### config.mk
export PLATFORM = sky130hd
export DESIGN_NAME = associate_trainer
export DESIGN_NICKNAME = d
export VERILOG_FILES = /design/src/rtl/associate_pkg.sv /design/src/rtl/sample_store.sv /design/src/rtl/associate_trainer.sv
export SDC_FILE = /design/constraint.sdc
export NUM_CORES = 1
export LEC_CHECK = 0
export ABC_AREA = 1
export CAP_MARGIN = 20
export CORE_ASPECT_RATIO = 0.9
export CORE_MARGIN = 2
export CORE_UTILIZATION = 30
export DETAILED_ROUTE_END_ITERATION = 8
export GPL_TIMING_DRIVEN = 1
export HOLD_SLACK_MARGIN = 0.03
export PLACE_DENSITY = 0.59
export SYNTH_ARGS = -nofsm -noshare
export SYNTH_HDL_FRONTEND = slang
export SYNTH_SLANG_ARGS = --single-unit
### constraint.sdc
create_clock -name clk -period 5.7 [get_ports clk]
set_clock_uncertainty 0.1 [all_clocks]
set_input_delay 1.14 -clock clk [delete_from_list [all_inputs] [get_ports clk]]
set_output_delay 1.14 -clock clk [all_outputs]
set_load 0.05 [all_outputs]
### src/rtl/associate_pkg.sv
// Shared types and helpers for the associate trainer: sequencer states and the
// threshold activation applied to every result returned by the associate unit.
package associate_pkg;

  typedef enum logic [2:0] {
    IDLE,
    FWD,
    RES,
    BWD,
    FBK,
    NEXT,
    DONE
  } trainer_state_t;

  localparam logic [15:0] ACT_HI = 16'h00ff;
  localparam logic [15:0] ACT_LO = 16'h0000;

  // Threshold on the sign of the result: negative maps to lo, otherwise hi.
  function automatic logic [15:0] act_f(input logic neg, input logic [15:0] hi,
                                        input logic [15:0] lo);
    return neg ? lo : hi;
  endfunction

endpackage

### src/rtl/sample_store.sv
// Register file holding the training samples; one write port, async read port.
// Read data follows raddr in the same cycle; writes land on the clock edge.
module sample_store #(
  parameter int DEPTH = 4,
  parameter int W     = 32,
  parameter int AW    = (DEPTH > 1) ? $clog2(DEPTH) : 1
) (
  input  logic          clk,
  input  logic          rst_n,
  input  logic          we,
  input  logic [AW-1:0] waddr,
  input  logic [W-1:0]  wdata,
  input  logic [AW-1:0] raddr,
  output logic [W-1:0]  rdata
);

  logic [W-1:0] mem [DEPTH];

  always_ff @(posedge clk or negedge rst_n) begin
    if (!rst_n) begin
      for (int i = 0; i < DEPTH; i++) mem[i] <= '0;
    end else if (we) begin
      mem[waddr] <= wdata;
    end
  end

  assign rdata = mem[raddr];

endmodule

### src/rtl/associate_trainer.sv
// Epoch sequencer training one associate unit from the sample store, then a verify pass.
// One registered state per stream step; every stream waits indefinitely on its partner.
module associate_trainer
  import associate_pkg::*;
#(
  parameter int              ARGN   = 2,
  parameter int              ARGW   = 8,
  parameter int              RESW   = 16,
  parameter int              DEPTH  = 4,
  parameter int              EPOCHS = 25,
  parameter logic [RESW-1:0] HI     = ACT_HI,
  parameter logic [RESW-1:0] LO     = ACT_LO
) (
  input  logic                         clk,
  input  logic                         rst_n,
  input  logic                         smp_valid,
  output logic                         smp_ready,
  input  logic [ARGN*ARGW-1:0]         smp_arg,
  input  logic [RESW-1:0]              smp_tgt,
  input  logic                         clear,
  input  logic                         start,
  output logic                         busy,
  output logic                         done,
  output logic                         converged,
  output logic [$clog2(EPOCHS+1)-1:0]  epochs,
  output logic                         en,
  output logic                         arg_valid,
  input  logic                         arg_ready,
  output logic [ARGN*ARGW-1:0]         arg_data,
  input  logic                         res_valid,
  output logic                         res_ready,
  input  logic [RESW-1:0]              res_data,
  output logic                         err_valid,
  input  logic                         err_ready,
  output logic [RESW-1:0]              err_data,
  input  logic                         fbk_valid,
  output logic                         fbk_ready,
  input  logic [ARGN*RESW-1:0]         fbk_data
);

  localparam int AW = (DEPTH > 1) ? $clog2(DEPTH) : 1;
  localparam int CW = $clog2(DEPTH + 1);
  localparam int EW = $clog2(EPOCHS + 1);
  localparam int DW = ARGN*ARGW + RESW;

  trainer_state_t       state, state_nxt;
  logic [CW-1:0]        cnt, cnt_nxt, nerr;
  logic [AW-1:0]        idx;
  logic                 verify, wr, last, fbk_unused;
  logic [DW-1:0]        rd_word;
  logic [ARGN*ARGW-1:0] rd_arg;
  logic [RESW-1:0]      rd_tgt, err_c, err_q;

  assign wr           = smp_valid && smp_ready && !clear;
  assign {rd_tgt, rd_arg} = rd_word;
  assign last         = (CW'(idx) + CW'(1)) >= cnt;
  assign err_c        = rd_tgt - act_f(res_data[RESW-1], HI, LO);
  assign fbk_unused   = ^fbk_data;

  sample_store #(.DEPTH(DEPTH), .W(DW), .AW(AW)) u_store (
    .clk   (clk),
    .rst_n (rst_n),
    .we    (wr),
    .waddr (cnt[AW-1:0]),
    .wdata ({smp_tgt, smp_arg}),
    .raddr (idx),
    .rdata (rd_word)
  );

  always_comb begin
    cnt_nxt = cnt;
    if (state == IDLE && clear) cnt_nxt = '0;
    else if (wr)                cnt_nxt = cnt + CW'(1);

    state_nxt = state;
    case (state)
      IDLE:    if (start)     state_nxt = (cnt == '0) ? DONE : FWD;
      FWD:     if (arg_ready) state_nxt = RES;
      RES:     if (res_valid) state_nxt = verify ? NEXT : BWD;
      BWD:     if (err_ready) state_nxt = FBK;
      FBK:     if (fbk_valid) state_nxt = NEXT;
      NEXT:    state_nxt = (last && verify) ? DONE : FWD;
      DONE:    state_nxt = IDLE;
      default: state_nxt = IDLE;
    endcase
  end

  always_ff @(posedge clk or negedge rst_n) begin
    if (!rst_n) begin
      state     <= IDLE;
      cnt       <= '0;
      smp_ready <= 1'b0;
      idx       <= '0;
      nerr      <= '0;
      verify    <= 1'b0;
      en        <= 1'b0;
      converged <= 1'b0;
      epochs    <= '0;
      err_q     <= '0;
    end else begin
      state     <= state_nxt;
      cnt       <= cnt_nxt;
      // Registered so the load handshake has no path from start/clear.
      smp_ready <= (state_nxt == IDLE) && (cnt_nxt < CW'(DEPTH));
      case (state)
        IDLE: if (start) begin
          converged <= 1'b0;
          epochs    <= '0;
          idx       <= '0;
          nerr      <= '0;
          verify    <= 1'b0;
          if (cnt != '0) en <= 1'b1;
        end
        RES: if (res_valid) begin
          err_q <= err_c;
          if (err_c != '0) nerr <= nerr + CW'(1);
        end
        NEXT: if (!last) begin
          idx <= idx + AW'(1);
        end else begin
          idx  <= '0;
          nerr <= '0;
          if (verify) begin
            converged <= (nerr == '0);
          end else begin
            epochs <= epochs + EW'(1);
            if (nerr == '0 || (epochs + EW'(1)) == EW'(EPOCHS)) begin
              en     <= 1'b0;
              verify <= 1'b1;
            end
          end
        end
        default: ;
      endcase
    end
  end

  assign busy      = (state != IDLE);
  assign done      = (state == DONE);
  assign arg_valid = (state == FWD);
  assign res_ready = (state == RES);
  assign err_valid = (state == BWD);
  assign fbk_ready = (state == FBK);
  assign arg_data  = rd_arg;
  assign err_data  = err_q;

endmodule

-- Yosys cells after proc, flatten, opt, wreduce, memory -nomap -nowiden
Cells that the tools add are included.
- flip-flop bits (word level): 164
- bits of input ports: 89
- output and inout port bits: 46
- logic and storage cells: 110
- $add $sub $neg: 6
- $lt $le $gt $ge: 5
- equality and inequality tests: 15
- muxes and demuxes: 44
- bitwise gates (word level): 2
- reduce and logical (&&, ||, !) cells: 24
- operator list (kind ; count):
    $bwmux W128 ; 1
    $mux W32 ; 3
    $bmux W32 S2 ; 1
    $demux W32 S2 ; 1
    $mux W3 ; 14
    $pmux W3 S6 ; 1
    $reduce_bool A16 Y1 ; 1
    $sub A16 B8 Y16 ; 1
    $mux W5 ; 3
    $logic_not A3 Y1 ; 4
    $ne A2 B2 Y1 const B ; 6
    $mux W1 ; 11
    $pmux W5 S2 ; 1
    $eq A3 B3 Y1 const B ; 3
    $pmux W3 S3 ; 1
    $reduce_bool A3 Y1 ; 3
    $mux W8 ; 1
    $reduce_and A4 Y1 ; 2
    $add A3 B1 Y3 const B ; 2
    $eq A3 B2 Y1 const B ; 2
    $ge A3 B3 Y1 const B ; 2
    $logic_and A1 B1 Y1 ; 6
    $not A2 Y3 ; 2
    $pmux W1 S2 ; 3
    18 further kinds ; 21

-- Logic depth before layout (Yosys ltp)
- depth after elaboration: 9
- mapped depth: 22

-- Hierarchy
Synthesis repeated with hierarchy kept, for this count alone.
- cell total of the unflattened synthesis: 1322
- area total of the unflattened synthesis: 9337.7 sq um
- by module, submodules not included (module ; times used ; cells each ; area each (sq um) ; seq. area each (sq um)):
    sample_store ; 1 ; 936 ; 6721.4 ; 3203.1
    associate_trainer ; 1 ; 386 ; 2616.3 ; 900.9

-- Least setup slack after synthesis
No wires, ideal clock.
- path kind: reg-to-output
- from: register idx[0]
- to: output arg_data[10]
- arrival: 2.000 ns
- data required time: 4.460 ns
- path slack: 2.460 ns
- stages on the path, launching flop included: 6
- path buffers: 3
- cell sequence: dfrtp_1 -> buf_2 -> clkbuf_1 -> clkbuf_1 -> nor2_1 -> o22ai_1
- word-level cells in the longest chain between the ends: 4
- ends and longest elaborated chain (element ; RTL line ; text):
    start, declared ; associate_trainer.sv:48 ; logic [AW-1:0] idx;
    start signal, assigned ; associate_trainer.sv:119 ; idx <= idx + AW'(1);
    $not A2 Y3 (not written as such) ; sample_store.sv:27 ; assign rdata = mem[raddr];
    $bmux W32 S2 ; sample_store.sv:27 ;
    $mux W32 (not written as such) (2 in series) ; sample_store.sv:27 ;
    end, declared ; associate_trainer.sv:29 ; output logic [ARGN*ARGW-1:0] arg_data,
Every way passes these cells. The select of a mux whose other input is x is not followed.

-- Worst setup path after layout
Ends and elaborated chain as after synthesis.

==> out/results.ini <==
[yosys]
synth_ff_type = dfrtp_1
post_synth_inst_count = 1004
postSynthAreaPerCell_um2 = 7.96
synth_top_cell_by_area = dfrtp_1
syn-cell-area_um2 = 7990
yosysUniqueCellTypes = 36
synthMostInstantiatedCell = nand2_1
synth_enable_flop_cells = 0
netlist_top_cells_area = dfrtp_1 (51%), nand2_1 (13%), o21ai_0 (12%)
synthTopCellsByCount = nand2_1 (278), o21ai_0 (188), dfrtp_1 (164)
yosysWarnings = 0
yosys.area.top_type_share_pct = 51.3
ys_ff_latch = 164
synthArstFlopShare_pct = 100
yosysSeqAreaShare_pct = 51.3
syn_nets = 1114

[clocking]
numCtsBuffers = 17
clkTransAtPathRegs_ps = 60
cts_tree = yes
clk_latency_ps = 430
clock-root-buffer = clkbuf_16
cts_max_path_buffers = 2
ctsResizeCount = 0
cts.sinks = 164
hold_buffers = 0
h-tree-depth = 4
post-cts-setup-buffers = 0

[final_layout]
utilization_pct = 37.2
seq_area_um2 = 4110
antennaDiodeCount = 0
fillCellCount = 2706
final_nets = 1181
multiInputGateArea_um2 = 3340
synthToLayoutAreaGrowth_pct = 21.6
drive_above_1_share_pct = 5.26

[routing]
wl_met2_um = 8290
drc = 0
antenna_left = 0
highest_layer = met4
vias = 6700
drtPass1Iterations = 5
viasPerCell = 4.68
drt_iter0_drc = 480
wirelength_um = 19700
routedWlPerCell_um = 13.7
met1_length_um = 10000
wl_met3_um = 1170

[critical_path]
crit_required_ps = 4460
crit_start = idx[0]
crit_type = reg -> out
cp_max_fo = 51
reg2reg_slack_ps = 2020
cpPeakStageDelay_ps = 870
cp.arrival_ps = 2810
crit_chain = inv_2 > o21ai_0 > o22ai_1 > clkdlybuf4s50_1
worstReg2RegStart = idx[0]
start_kind = flop
worstReg2RegEnd = nerr[1]
ff2ff_path_depth = 17
slowest_stage = clkdlybuf4s50_1
endpoint_kind = primary output

[die]
coreArea_um2 = 26100
die_area_um2 = 28000
initial_utilization_pct = 30.6
rows = 56
die_x_um = 176
boundaryPins = 135
die_y_um = 159

[job]
cap_violations = 0

[sta]
rsz0062_at_grt = false
hold_viol_final = 0
post-route-period-util_pct = 71.0
finalWorstSetupSlack_ps = 1650
tightestPinTransition_ps = 1050
tns_ps = 0
drv_slew = 0
fmax_mhz = 247
finalWorstPathRequiredPeriod_ps = 4050
slew_headroom_pct = 30.0
setup_viol = 0

[placed_design]
place_ws_ps = 1550
dp_hpwl_um = 12500
io_buffers = 87
place.gp.congestion = 0.821

[worst_hold_path]
whs_path_depth = 2
hp-start = u_store.mem[76]
hold-path-endpoint = u_store.mem[76]
hold_path.class = reg -> reg

[grt]
grt.overflow.total = 0
grtUsageTotal_pct = 14.3
grt_max_degree = 94
grt_pass1_wl_um = 32300
antenna_found_initial = 0
grt_pass1_vias = 6230

[pwr]
ir_drop_mv = 0.453
design_power_total_uw = 5790
power_density_nw_per_um2 = 596
leakagePower_uw = 0.00465

[outcome]
status = finished clean

==> cells by family after synthesis <==
group | after synthesis | synth area share (%)
compound gates | 246 | 16.4
xor+xnor | 8 | 0.877
fa+ha+maj | 21 | 3.38
buf+inv | 146 | 7.06
flops | 164 | 51.3
simple gates | 419 | 21.0
==> through the flow <==
step,cells,cell area (um2),hold WS (ps)
after floorplan,1004,7990,348
after global placement,1400,9180,357
after detailed placement,1400,9180,366
after CTS,1432,9720,382
after global routing,1432,9720,406
final,1432,9720,381
==> cell type report <==
cell class | instances | area share (%)
Timing Repair Buffer | 96 | 9.67
Sequential cell | 164 | 42.2
Clock inverter | 13 | 1.06
Clock buffer | 19 | 4.45
Multi-Input combinational cell | 694 | 34.3
Tap cell | 348 | 4.48
Inverter | 98 | 3.78
==> worst max-delay path: cells and delay by family (launching register included) <==
family                 cells  cell delay (ps)
AOI/OAI and AO/OA          2              440
buffers and inverters      2             1500
DFF                        1              410
==> sequential cells by signal, indices dropped and copies added (netlist names) <==
name	flops
smp_ready	1
cnt	3
en	1
converged	1
u_store.mem	128
verify	1
err_data	16
epochs	5
idx	2
state	3
nerr	3
==> cells in the final DEF (no fill, tap or decap), drive strengths merged, types with 5 or more instances in the layout <==
| cell type | instances |
|---|---|
| xor2 | 5 |
| clkinvlp | 6 |
| a31oi | 6 |
| o21ai | 192 |
| inv | 101 |
| clkdlybuf4s50 | 86 |
| dfrtp | 164 |
| nand2 | 283 |
| clkbuf | 19 |
| nor2 | 81 |
| nand3 | 48 |
| buf | 10 |
| ha | 20 |
| a21oi | 13 |
| o22ai | 23 |
==> per-layer routing <==
metal,vias to the layer above,GRT usage (%)
met4,0,3.94
li1,3409,-
met1,3104,21.0
met5,-,0
met2,169,21.2
met3,18,3.21
==> where the power goes <==
part	switching [uW]	internal (uW)
clock network	493	563
logic	1930	949
registers	250	1610
==> worst max path at each step <==
stage	to	slack, ps
2_1_floorplan	arg_data[10]	2460
3_3_place_gp	nerr[1]	1550
3_5_place_dp	nerr[1]	1550
4_1_cts	arg_data[10]	1640
5_1_grt	arg_data[10]	1540
6_report	arg_data[10]	1650
Power figures use the tool's default switching activity.
